==> src/rtl/comb_ckt_fn_pkg.sv <==
// Shared constants, output bundle type and population-count helper for comb_ckt_fn.
// Used by both the design and its reference model so thresholds stay in one place.
package comb_ckt_fn_pkg;

  localparam int   NUM_IN        = 6;
  localparam int   MAJ_THRESHOLD = 4;
  localparam logic RESET_VAL     = 1'b0;

  typedef struct packed {
    logic y1;
    logic y2;
    logic y3;
    logic y4;
    logic y5;
    logic temp;
  } fn_out_t;

  // Three bits are enough: at most NUM_IN = 6 ones.
  function automatic logic [2:0] pop_count(input logic [NUM_IN-1:0] code);
    logic [2:0] cnt;
    cnt = 3'd0;
    for (int i = 0; i < NUM_IN; i++) begin
      cnt = cnt + {2'b00, code[i]};
    end
    return cnt;
  endfunction

endpackage

==> src/rtl/comb_ckt_fn_logic.sv <==
// Purely combinational next-value logic for Y1-Y5/temp; zero latency, no flow control.
module comb_ckt_fn_logic
  import comb_ckt_fn_pkg::*;
(
  input  logic    A,
  input  logic    B,
  input  logic    C,
  input  logic    D,
  input  logic    E,
  input  logic    F,
  output fn_out_t nxt
);

  logic temp_c;

  always_comb begin
    nxt    = '0;
    temp_c = ~(A & B) | (C ^ D);

    nxt.y1   = (A ^ B) & (C | D);
    nxt.y2   = (pop_count({A, B, C, D, E, F}) >= 3'(MAJ_THRESHOLD));
    nxt.y3   = A ^ B ^ C ^ D ^ E ^ F;
    nxt.y4   = (A & ~B) | (C & D & ~E) | F;
    // Y5 uses the unregistered term so it stays coherent with the temp output.
    nxt.y5   = temp_c & (E | F);
    nxt.temp = temp_c;
  end

endmodule

==> src/rtl/comb_ckt_fn.sv <==
// Registered boolean-function block; 1-cycle latency, 2 with COMB_CKT_FN_INREG_EN.
// No handshake: every rising edge captures a new result; async active-low reset clears all flops.
module comb_ckt_fn
  import comb_ckt_fn_pkg::*;
(
  input  logic clk,
  input  logic rst_n,
  input  logic A,
  input  logic B,
  input  logic C,
  input  logic D,
  input  logic E,
  input  logic F,
  output logic Y1,
  output logic Y2,
  output logic Y3,
  output logic Y4,
  output logic Y5,
  output logic temp
);

  logic    a_s, b_s, c_s, d_s, e_s, f_s;
  fn_out_t nxt;
  fn_out_t out_q;

`ifdef COMB_CKT_FN_INREG_EN
  logic [NUM_IN-1:0] in_q;

  always_ff @(posedge clk or negedge rst_n) begin
    if (!rst_n) begin
      in_q <= {NUM_IN{RESET_VAL}};
    end else begin
      in_q <= {A, B, C, D, E, F};
    end
  end

  assign {a_s, b_s, c_s, d_s, e_s, f_s} = in_q;
`else
  assign {a_s, b_s, c_s, d_s, e_s, f_s} = {A, B, C, D, E, F};
`endif

  comb_ckt_fn_logic u_logic (
    .A   (a_s),
    .B   (b_s),
    .C   (c_s),
    .D   (d_s),
    .E   (e_s),
    .F   (f_s),
    .nxt (nxt)
  );

  always_ff @(posedge clk or negedge rst_n) begin
    if (!rst_n) begin
      out_q <= {$bits(fn_out_t){RESET_VAL}};
    end else begin
      out_q <= nxt;
    end
  end

  assign Y1   = out_q.y1;
  assign Y2   = out_q.y2;
  assign Y3   = out_q.y3;
  assign Y4   = out_q.y4;
  assign Y5   = out_q.y5;
  assign temp = out_q.temp;

endmodule

==> config.mk <==
export PLATFORM = sky130hd
export DESIGN_NAME = comb_ckt_fn
export DESIGN_NICKNAME = d
export VERILOG_FILES = /design/src/rtl/comb_ckt_fn_pkg.sv /design/src/rtl/comb_ckt_fn_logic.sv /design/src/rtl/comb_ckt_fn.sv
export SDC_FILE = /design/constraint.sdc
export NUM_CORES = 1
export LEC_CHECK = 0
export BUFFER_PORTS_ARGS = -buffer_cell sky130_fd_sc_hd__buf_2
export CAP_MARGIN = 20
export CORE_AREA = 2 2 39 41
export CTS_CLUSTER_DIAMETER = 40
export CTS_CLUSTER_SIZE = 25
export DETAILED_ROUTE_END_ITERATION = 10
export DIE_AREA = 0 0 41 43
export GPL_TIMING_DRIVEN = 0
export PLACE_DENSITY_LB_ADDON = 0.15
export REMOVE_ABC_BUFFERS = 1
export SLEW_MARGIN = 20
export SYNTH_ARGS = -nofsm -noshare
export SYNTH_HDL_FRONTEND = slang
export SYNTH_SLANG_ARGS = --single-unit
export TNS_END_PERCENT = 1
==> constraint.sdc <==
create_clock -name clk -period 0.8 [get_ports clk]
set_input_delay 0.04 -clock clk [delete_from_list [all_inputs] [get_ports clk]]
set_output_delay 0.04 -clock clk [all_outputs]
set_load 0.01 [all_outputs]
==> reports/results.tsv <==
metric	value	unit
rsz0062_at_grt	true	
slew_headroom	89.2	%
io_pins	14	
gp_congestion	0.707	
failed_checks	negative setup slack	
ys_seq_area_share	39.1	%
coreArea	1380	um^2
layout-drive-gt1-share	40.0	%
cpMaxStageDelayCell	fa_1	
synth-edff-count	0	
cp_num_buf_inv	4	
maxSlewViolCount	0	
drt-total-wl	677	um
stdcell_count	66	
crit_fanout	4	
clk_pin_slew	0.04	ns
dr.pass1.iters	2	
path_class	input port to flop	
crit_top_cell	a21o_1	
yosysMostFrequentCell	inv_1	
areaGrowthSynthToFinish	40.4	%
final_area	539	um^2
postCtsSetupRepairBufs	0	
grt_pass1_vias	311	
ir_drop	0.414	mV
grt-ovfl-total	0	
finish.net_count	69	
syn_inst	33	
hold_path.class	input port to flop	
maxCapViolCount	0	
crit_end	Y2	
post-route-period-util	175	%
clockRootBuffer	clkbuf_4	
diodes	0	
min_period	1.40	ns
fp.dieW	41	um
fmax	716	MHz
syn_avg_cell_area	11.6	um^2
yosysWarnings	0	
die_area	1760	um^2
drcViolationCount	0	
cts.sinks	6	
vias_per_cell	4.23	
synthesis.area	384	um^2
dp_hpwl	604	um
critPathCaptureType	flop	
outcome	complete, but fails checks	
ys_types	11	
power.density	1630	nW/um^2
synthTopCellsByArea	dfrtp_1 (39%), ha_1 (26%), inv_1 (8.8%)	
timing_hold_violations_final	0	
cts_buffer_depth	2	
tightest_slew	0.161	ns
drt_iter0_drc	1	
synth_largest_area_cell	dfrtp_1	
die_h	43	um
worstSetupStartpointType	input port	
row_count	14	
numCtsBuffers	3	
arrival	1.52	ns
setup_viol	1	
htreeDepth	1	
hold_ws	0.0120	ns
max_stage_delay	0.47	ns
leakagePower	0.000304	uW
vias	279	
synth_ff_type	dfrtp_1	
netlist.area_leader.share	39.1	%
cts_tree	yes	
required	0.93	ns
place_area	469	um^2
synth_seq_cells	6	
grtUsageTotal	10.2	%
post_drt_wl_per_cell	10.3	um
preCtsSetupSlack	-0.995	ns
grt_max_degree	7	
portBuffers	13	
startpoint	F	
antenna_found_initial	0	
async_reset_ff_share	100	%
grt_pass1_wl	1170	um
ant_nets	0	
start_util	27.8	%
crit_chain	buf_8 -> inv_4 -> ha_4 -> inv_2 -> fa_1 -> inv_1 -> ha_1 -> a21o_1 -> a21o_1	
path_depth	9	
path_delay_family	adder cells	
finalWorstSetupSlack	-0.596	ns
synth_common_cells	inv_1 (9), ha_1 (8), dfrtp_1 (6)	
dp_cells	62	
-- registers in the layout (all words and copies together) (netlist names) --
| register | count |
|---|---|
| temp | 1 |
| Y4 | 1 |
| Y1 | 1 |
| Y5 | 1 |
| Y3 | 1 |
| Y2 | 1 |
-- timing repair --
action / in CTS / in global routing
hold buffers: 1 / 0
resized for setup: 12 / 0
hold endpoints to repair: 6 / 0
pin swaps: 2 / 0
setup endpoints to repair: 1 / 1
gates cloned: 0 / 0
-- per-layer routing --
metal	wire length, um	global-route usage [%]
met5	0	0
met2	359	17.5
met1	243	9.80
met4	15	8.00
met3	58	1.57
-- worst min path at each step --
stage | from | to | slack [ns] | cells after the start
after floorplan | rst_n | Y1 | -0.26 | 0
after global placement | rst_n | Y5 | -0.14 | 1
after detailed placement | rst_n | Y1 | -0.13 | 1
after CTS | F | Y4 | 0.002 | 2
after global routing | F | Y4 | 0.02 | 2
final | F | Y4 | 0.01 | 2
-- where the power goes --
group          total [uW]  switching, uW  internal [uW]
registers             354           9.25            345
clock network         272            103            169
logic                 252            121            131
-- area by class of cell --
type / count / area (um^2)
well taps: 16 / 20.0
repair buffers: 14 / 95.1
multi-input cells: 18 / 213
flip-flops and latches: 6 / 150
fillers: 136 / 845
clock buffers: 3 / 22.5
inverters: 9 / 38.8
-- per-stage QoR --
stage               TNS, ns  total power [uW]  util (%)
floorplan            -0.769               493         -
CTS                  -0.608               899      39.0
global route         -0.665               945      39.0
finish               -0.596               879      39.0
detailed placement    -1.21               592      33.9
global placement      -1.19               584      33.9
-- logic make-up (layout without fill, tap and decap cells) --
family                     count (synthesis)  count (layout)  synth area share [%]
and+or+nand+nor                            3               3                  4.24
AOI/OAI and AO/OA                          3               3                  6.19
adders and majority gates                  9               9                  31.3
buffers and inverters                      9              26                  8.79
DFF                                        6               6                  39.1
xor gates and xnor gates                   3               3                  10.4
-- cell usage in the layout, fill, tap and decap left out, types with 2 or more instances in the layout --
master,synthesis,routed
inv_1,9,6
xnor2_1,2,2
a21o_1,2,2
dfrtp_1,6,6
clkbuf_4,0,3
ha_1,8,7
buf_2,0,11
inv_4,0,2
buf_8,0,2
Note: power is estimated with default switching activity, not from simulation.
